<file path="src/rtl/boreal_cursor_event_fifo.sv">
// Cursor integrator and click edge detector feeding an event FIFO with a valid/ready host port.
// Optional build macro CURSOR_ACCEL_EN doubles large velocity steps before clipping.
module boreal_cursor_event_fifo #(
    parameter int POS_W      = 12,
    parameter int FIFO_DEPTH = 8,
    parameter int GAIN_SHIFT = 10,
    parameter int ACCEL_THR  = 64
) (
    input  logic                clk,
    input  logic                rst_n,
    input  logic                valid,
    input  logic signed [23:0]  ux,
    input  logic signed [23:0]  uy,
    input  logic                click,
    output logic                evt_valid,
    input  logic                evt_ready,
    output logic [1:0]          evt_type,
    output logic [POS_W-1:0]    evt_x,
    output logic [POS_W-1:0]    evt_y,
    output logic                overflow,
    input  logic [2:0]          reg_addr,
    input  logic [15:0]         reg_din,
    input  logic                reg_we
);

    localparam int PTR_W  = $clog2(FIFO_DEPTH);
    localparam int ENT_W  = 2 + 2 * POS_W;
    localparam int STEP_W = 25;
    localparam int SUM_W  = POS_W + 2;

    localparam logic [1:0] T_MOVE    = 2'd0;
    localparam logic [1:0] T_PRESS   = 2'd1;
    localparam logic [1:0] T_RELEASE = 2'd2;

    localparam logic signed [STEP_W-1:0] STEP_LIM = STEP_W'((1 << POS_W) - 1);
    localparam logic signed [SUM_W-1:0]  SUM_LIM  = SUM_W'((1 << POS_W) - 1);
    localparam logic [PTR_W:0]           FULL_CNT = (PTR_W + 1)'(FIFO_DEPTH);
    localparam logic [3:0]               GAIN_RST = 4'(GAIN_SHIFT);

    function automatic logic signed [SUM_W-1:0] clip_step(input logic signed [STEP_W-1:0] s);
        if (s > STEP_LIM)
            return SUM_LIM;
        else if (s < -STEP_LIM)
            return -SUM_LIM;
        else
            return s[SUM_W-1:0];
    endfunction

    function automatic logic [POS_W-1:0] clamp_pos(input logic signed [SUM_W-1:0] v,
                                                   input logic [POS_W-1:0]        vmax);
        if (v[SUM_W-1])
            return '0;
        else if (v > $signed({2'b00, vmax}))
            return vmax;
        else
            return v[POS_W-1:0];
    endfunction

`ifdef CURSOR_ACCEL_EN
    localparam logic signed [STEP_W-1:0] ACCEL_LIM = STEP_W'(ACCEL_THR);

    function automatic logic signed [STEP_W-1:0] shape_step(input logic signed [STEP_W-1:0] s);
        if (s > ACCEL_LIM || s < -ACCEL_LIM)
            return s <<< 1;
        return s;
    endfunction
`else
    function automatic logic signed [STEP_W-1:0] shape_step(input logic signed [STEP_W-1:0] s);
        return s;
    endfunction

    logic unused_thr;
    assign unused_thr = ^32'(ACCEL_THR);
`endif

    logic unused_din;
    assign unused_din = ^reg_din[15:POS_W];

    logic [3:0]              gain;
    logic [POS_W-1:0]        x_max, y_max;
    logic [POS_W-1:0]        pos_x, pos_y;
    logic                    move_pend, btn_pend, click_d;
    logic [1:0]              btn_type;
    logic [ENT_W-1:0]        mem [FIFO_DEPTH];
    logic [PTR_W-1:0]        wr_ptr, rd_ptr;
    logic [PTR_W:0]          count;

    logic signed [23:0]      ux_sh, uy_sh;
    logic signed [SUM_W-1:0] step_x_p0, step_y_p0;
    logic                    vld_p0;
    logic [POS_W-1:0]        nx_p1, ny_p1;

    assign ux_sh = ux >>> gain;
    assign uy_sh = uy >>> gain;

    // Stage p0: shifted, shaped and clipped step; a valid alongside a config write is dropped
    always_ff @(posedge clk) begin
        step_x_p0 <= clip_step(shape_step(STEP_W'(ux_sh)));
        step_y_p0 <= clip_step(shape_step(STEP_W'(uy_sh)));
    end

    always_ff @(posedge clk or negedge rst_n) begin
        if (!rst_n)
            vld_p0 <= 1'b0;
        else
            vld_p0 <= valid & ~reg_we;
    end

    // Stage p1: integrate and clamp into the window
    assign nx_p1 = clamp_pos($signed({2'b00, pos_x}) + step_x_p0, x_max);
    assign ny_p1 = clamp_pos($signed({2'b00, pos_y}) + step_y_p0, y_max);

    logic recentre, moved, move_set;
    logic edge_seen, btn_accept, btn_drop;
    logic pop, can_push, push_btn, push_move, push;
    logic [1:0] push_type;

    assign recentre   = reg_we && (reg_addr == 3'd3);
    assign moved      = vld_p0 && !recentre && ((nx_p1 != pos_x) || (ny_p1 != pos_y));
    assign move_set   = recentre | moved;

    assign pop        = evt_valid & evt_ready;
    assign can_push   = (count != FULL_CNT) | pop;
    assign push_btn   = btn_pend & can_push;
    assign push_move  = move_pend & ~btn_pend & can_push;
    assign push       = push_btn | push_move;
    assign push_type  = push_btn ? btn_type : T_MOVE;

    // A slot freed by this cycle's button push can take a new edge immediately
    assign edge_seen  = click ^ click_d;
    assign btn_accept = edge_seen & (~btn_pend | push_btn);
    assign btn_drop   = edge_seen & btn_pend & ~push_btn;

    always_ff @(posedge clk or negedge rst_n) begin
        if (!rst_n) begin
            gain      <= GAIN_RST;
            x_max     <= '1;
            y_max     <= '1;
            pos_x     <= '0;
            pos_y     <= '0;
            move_pend <= 1'b0;
            btn_pend  <= 1'b0;
            btn_type  <= T_MOVE;
            click_d   <= 1'b0;
            overflow  <= 1'b0;
            wr_ptr    <= '0;
            rd_ptr    <= '0;
            count     <= '0;
        end else begin
            click_d <= click;

            if (reg_we) begin
                case (reg_addr)
                    3'd0:    gain <= reg_din[3:0];
                    3'd1:    x_max <= reg_din[POS_W-1:0];
                    3'd2:    y_max <= reg_din[POS_W-1:0];
                    3'd3: begin
                        pos_x <= x_max >> 1;
                        pos_y <= y_max >> 1;
                    end
                    3'd4:    overflow <= 1'b0;
                    default: ;
                endcase
            end

            if (moved) begin
                pos_x <= nx_p1;
                pos_y <= ny_p1;
            end

            move_pend <= move_set | (move_pend & ~push_move);
            btn_pend  <= btn_accept | (btn_pend & ~push_btn);
            if (btn_accept)
                btn_type <= click ? T_PRESS : T_RELEASE;
            if (btn_drop)
                overflow <= 1'b1;

            if (push)
                wr_ptr <= wr_ptr + PTR_W'(1);
            if (pop)
                rd_ptr <= rd_ptr + PTR_W'(1);
            case ({push, pop})
                2'b10:   count <= count + (PTR_W + 1)'(1);
                2'b01:   count <= count - (PTR_W + 1)'(1);
                default: ;
            endcase
        end
    end

    always_ff @(posedge clk) begin
        if (push)
            mem[wr_ptr] <= {push_type, pos_x, pos_y};
    end

    logic [ENT_W-1:0] head;
    assign head      = mem[rd_ptr];
    assign evt_valid = (count != '0);
    assign evt_type  = evt_valid ? head[ENT_W-1 -: 2]       : 2'd0;
    assign evt_x     = evt_valid ? head[2*POS_W-1 -: POS_W] : '0;
    assign evt_y     = evt_valid ? head[POS_W-1:0]          : '0;

endmodule

</file>
<file path="config.mk">
export PLATFORM = sky130hd
export DESIGN_NAME = boreal_cursor_event_fifo
export DESIGN_NICKNAME = d
export VERILOG_FILES = /design/src/rtl/boreal_cursor_event_fifo.sv
export SDC_FILE = /design/constraint.sdc
export NUM_CORES = 1
export LEC_CHECK = 0
export CAP_MARGIN = 20
export CORE_UTILIZATION = 65
export CTS_CLUSTER_SIZE = 16
export DETAILED_ROUTE_END_ITERATION = 10
export PLACE_DENSITY = 0.86
export RECOVER_POWER = 50
export SYNTH_ARGS = -nofsm -noshare
export SYNTH_HDL_FRONTEND = slang
export SYNTH_SLANG_ARGS = --single-unit
</file>
<file path="constraint.sdc">
create_clock -name clk -period 8.25 [get_ports clk]
set_input_delay 1.65 -clock clk [delete_from_list [all_inputs] [get_ports clk]]
set_output_delay 1.65 -clock clk [all_outputs]
set_load 0.005 [all_outputs]
</file>
* After elaboration in Yosys (flattened, before gate mapping) *
Memory sizes are Yosys's and may differ from the RTL's.
Cells that the tools add are included.

storage, ports and cells
  register bits = 97
  RAM bits = 208
  output and inout port bits = 28
  word-level logic and storage cells = 105
  memories = 1

memory list
  name  depth  width  rd ports  clocked after memory_dff  wr ports  line  RTL
  mem   8      26     1         0                         1         84    logic [ENT_W-1:0] mem [FIFO_DEPTH];

cells by class
  add/sub/neg operators = 6
  order comparisons = 6
  equality and inequality tests = 9
  shift operators = 2
  muxes and demuxes = 23
  bitwise logic cells = 21
  reductions and logical operators = 19

operators by type and width
  kind                                                                               count
  12-bit 2-to-1 mux                                                                  12
  24-bit by 13-bit greater-than comparator with 1-bit output, second input constant  2
  24-bit by 13-bit less-than comparator with 1-bit output, second input constant     2
  24-bit by 4-bit >>> shifter with 24-bit output                                     2
  13-bit by 14-bit adder with 14-bit output                                          2
  14-bit by 13-bit greater-than comparator with 1-bit output                         2
  14-bit 2-to-1 mux                                                                  2
  12-bit inequality test                                                             2
  1-bit AND                                                                          10
  2-bit AND reduction                                                                5
  2-bit nonzero test                                                                 5
  4-bit case mux with 2 select lines                                                 1
  3-bit by 1-bit adder with 3-bit output, second input constant                      2
  3-bit by 2-bit == test with 1-bit output, second input constant                    2
  2-bit 2-to-1 mux                                                                   3
  1-bit OR                                                                           6
  1-bit 2-to-1 mux                                                                   5
  4-bit by 1-bit adder with 4-bit output, second input constant                      1
  4-bit inequality test, second input constant                                       1
  1-bit NOT                                                                          4
  4-bit nonzero test                                                                 1
  2-bit OR reduction                                                                 2
  4-bit by 1-bit subtractor with 4-bit output, second input constant                 1
  3-bit by 1-bit == test with 1-bit output, second input constant                    1
  other kinds (8)                                                                    10

* Longest topological paths before layout *
  depth after elaboration = 9
  mapped depth = 22
  depth with buffers taken out = 19

* Worst setup path before layout *
No wires, ideal clock.

  kind = reg2reg
  start = reg pos_y[0]
  end = reg pos_x[2]
  arrival time = 5.448 ns
  setup slack = 2.735 ns
  stages on the path, launching flop included = 20
  buffers on the path = 1
  clock period less this slack = 5.515 ns
  cell sequence = dfrtp_1 ha_1 fa_1 a211oi_1 o211ai_2 a2111oi_0 nand4b_1 ha_1 nand4_1 nor2_1 or4_4 a22o_4 nor3_1 mux2i_1 nor3_1 or4_4 or4_4 o211ai_4 buf_8 o221a_1

on the way
  longest elaborated chain between the ends = 9

ends and longest elaborated chain
  element                                                     line  RTL
  start, declared                                             81    logic [POS_W-1:0] pos_x, pos_y;
  start signal, assigned                                      159   pos_y <= y_max >> 1;
  start signal, assigned                                      168   pos_y <= ny_p1;
  13-bit by 14-bit adder with 14-bit output                   111   assign ny_p1 = clamp_pos($signed({2'b00, pos_y}) + step_y_p0, y_max);
  14-bit by 13-bit greater-than comparator with 1-bit output  53    else if (v > $signed({2'b00, vmax}))
  12-bit 2-to-1 mux                                           53
  12-bit 2-to-1 mux                                           51    if (v[SUM_W-1])
  12-bit inequality test (*)                                  119   assign moved = vld_p0 && !recentre && ((nx_p1 != pos_x) || (ny_p1 != pos_y));
  1-bit logical OR (*)                                        119
  1-bit logical AND (*)                                       119
  2-bit nonzero test (no line)                                --
  2-bit AND reduction (no line)                               --
  end signal, assigned                                        158   pos_x <= x_max >> 1;
  end signal, assigned                                        167   pos_x <= nx_p1;
  end, declared                                               81

Every way passes the cells marked *; elsewhere a longest branch is shown, timed or not.
A chain may end at the register's enable or synchronous reset.

* Worst setup path in the final report *
  start = reg pos_y[0]
  end = reg pos_y[3]

on the way
  longest elaborated chain between the ends = 9

ends and longest elaborated chain
  element                                                     line
  13-bit by 14-bit adder with 14-bit output                   111
  14-bit by 13-bit greater-than comparator with 1-bit output  53
  12-bit 2-to-1 mux                                           53
  12-bit 2-to-1 mux                                           51
  12-bit inequality test                                      119
  1-bit logical OR                                            119
  1-bit logical AND                                           119
  2-bit nonzero test (no line)                                --
  2-bit AND reduction (no line)                               --

Several ways; a longest one is shown, not always the timed one.

==> impl_metrics.yaml <==
synthesis:
  async_flop_share_pct: 22.6
  synth_edf_count: 208
  yosysMostFrequentCell: "edfxtp_1"
  yosys.cell_types.count: 83
  synth_area_um2: 16600
  ys_top_cells_by_count: "edfxtp_1 (208), nand2_1 (131), mux2i_1 (97)"
  avgSynthCellArea_um2: 12.0
  syn-num-nets: 1515
  ys_seq_elements: 305
  netlist_top_cells_area: "edfxtp_1 (38%), mux4_2 (8.8%), dfrtp_1 (6.5%)"
  yosys.area.top_type: "edfxtp_1"
  synth_top_area_share_pct: 37.6
  ys.flop_type: "edfxtp_1"
  synth_warnings: 0
  ys_seq_area_share_pct: 51.6
  netlist_instances: 1386
min_path:
  hold_class: "flip-flop to flip-flop"
  hold_start: "click_d"
  whs_path_depth: 1
global_routing:
  grt_max_degree: 70
  gr-total-overflow: 0
  track_usage_pct: 31.9
  grt_pass1_vias: 11700
  antenna_found_initial: 0
  grt_pass1_wl_mm: 64.1
final_layout:
  area_growth_pct: 13.0
  fin_cells: 1805
  fillers: 1631
  nNetsFinal: 1581
  n_antenna_cell: 0
  fin_util_pct: 74.7
  drive_gt1_share_pct: 14.7
sta:
  finalSetupViolCount: 0
  rsz0062_at_grt: "no"
  hold_viol_final: 0
  drv_slew: 70
  fin_setup_tns_ns: 0
  fmax_mhz: 140
  skew_ns: 0.0186
  post-route-min-period_ns: 7.15
  post-route-period-util_pct: 86.7
  relSlewSlack_pct: -156
  worst_slew_pin_slew_ns: 3.84
worst_setup_path:
  path_depth: 18
  reg2reg_depth: 18
  crit_top_cell: "or4_4"
  arrival_ns: 7.63
  r2r-start: "pos_y[0]"
  critPathMaxFanout: 19
  slowest_delay_ns: 0.81
  crit_chain: "ha_1 -> fa_1 -> a211oi_1 -> o211ai_2 -> a2111oi_0 -> nand4b_1 -> ha_1 -> nand4_1 -> nor2_1 -> or4_4 -> a22oi_1 -> nand4_1 -> a21oi_1 -> xor2_1 -> or4_4 -> or4_4 -> o211ai_4 -> o221a_2"
  crit_slowest_cell: "a22oi_1"
  worstSetupStartpointType: "flip-flop"
  path_class: "flip-flop to flip-flop"
  required_ns: 8.73
  cp-startpoint: "pos_y[0]"
  worst-path-buf-inv: 0
  cp_top_family: "compound AO/OA/AOI/OAI gates"
  crit_path_end_kind: "flip-flop"
die:
  core_area_um2: 25100
  initial_core_util_pct: 66.2
  die_h_um: 162
  die-area_um2: 26200
  io_pins: 101
  num_rows: 58
  die_w_um: 162
drt:
  post_drt_wl_per_cell_um: 22.9
  wl_mm: 41.4
  dr_wl_met3_mm: 3.34
  drtIter0Drc: 1112
  drt-met1-wl_mm: 15.9
  highest_layer: "met4"
  met2_length_mm: 20.9
  drc: 0
  vias_per_cell: 6.66
  vias: 12000
  postRouteAntennaNets: 0
  firstDrtPassIters: 6
cts:
  clk_latency_ns: 0.55
  htreeDepth: 1
  root_buffer: "clkbuf_16"
  cts_tree: "built"
  cts_setup_buffers: 0
  clock_path_buffers: 3
  clock_sinks: 305
  postCtsHoldBufs: 0
  path_clk_slew_ns: 0.07
  cts_resized: 0
  numCtsBuffers: 29
run_status:
  status: "finished with violations"
  violations: "max-capacitance violations, max-slew violations"
placement:
  placed_cells: 1749
  io_buffers: 96
  dp_hpwl_mm: 27.2
  gp_congestion: 0.907
power:
  power_density_nw_per_um2: 403
  design_power_total_mw: 7.56
  vdd_drop_max_mv: 0.408
  p_leak_nw: 7.02
job:
  drv_cap: 1
-- cell type report --
type                       count  area, um^2  area share (%)
inverter                      60         225            1.20
timing repair buffer         123        1170            6.22
tap                          330         413            2.20
clock inverter                18         175           0.934
multi-input combinational    933        7420            39.5
sequential                   305        8570            45.7
clock buffer                  36         792            4.22
-- metrics by stage --
stage	setup WS (ns)	hold WS, ns	cell area, um^2
2_1_floorplan	2.74	0.478	16600
3_3_place_gp	1.77	0.496	17800
3_5_place_dp	1.47	0.497	17800
4_1_cts	1.34	0.507	18700
5_1_grt	0.831	0.549	18800
6_report	1.10	0.509	18800
-- power by group --
part	total [mW]	internal, mW	switching, mW	leakage (nW)
registers	2.55	2.17	0.380	2.92
clock network	1.35	0.776	0.569	0.472
logic	3.67	1.60	2.06	3.63
-- final timing paths --
kind                                     to  slack (ns)
worst max register to register     pos_y[3]        1.10
max in group asynchronous         rd_ptr[0]        3.06
worst min-delay path            btn_type[0]        0.51
worst min register to register  btn_type[0]        0.51
worst max-delay path               pos_y[3]        1.10
min in group asynchronous         rd_ptr[0]        2.53
-- flip-flops by register name, indices dropped and copies added, names as in the netlist --
name / flops
btn_pend: 1
btn_type: 2
click_d: 1
count: 4
gain: 4
mem: 208
move_pend: 1
overflow: 1
pos_x: 12
pos_y: 12
rd_ptr: 3
step_x_p0: 14
step_y_p0: 14
vld_p0: 1
wr_ptr: 3
x_max: 12
y_max: 12
-- cell families after synthesis --
kind of cell    count (synthesis)  share of synthesized area (%)
flops                         305                           51.6
buf+inv                       148                           4.08
compound gates                298                           11.9
fa+ha+maj                      56                           4.35
xor+xnor                       32                           1.69
simple gates                  369                           10.6
mux                           178                           15.8
-- cells in the final DEF, fill, tap and decap left out, drive strengths merged, types with 9 or more instances in the layout --
master	netlist	routed
edfxtp	208	208
nand2	132	132
mux2i	97	97
a21oi	93	93
clkdlybuf4s50	0	90
nor2	89	89
o21ai	76	76
mux4	65	65
inv	59	63
ha	53	53
nand4	49	49
dfrtp	43	43
clkbuf	62	39
dfxtp	28	28
dfstp	26	26
buf	24	25
nand3	20	20
o221a	20	20
xnor2	18	18
a211oi	17	17
mux2	16	16
xor2	14	14
nor3	14	14
o31ai	12	12
nor2b	11	11
nor4	10	10
clkinv	1	10
a21o	9	9
o22ai	9	9
-- metal layers --
| layer | track usage (%) | vias to the layer above |
|---|---|---|
| met2 | 55.8 | 657 |
| met1 | 40.8 | 5834 |
| li1 | - | 5431 |
| met4 | 10.6 | 0 |
| met3 | 4.55 | 107 |
| met5 | 0 | - |
Note: power is estimated with default switching activity, not from simulation.
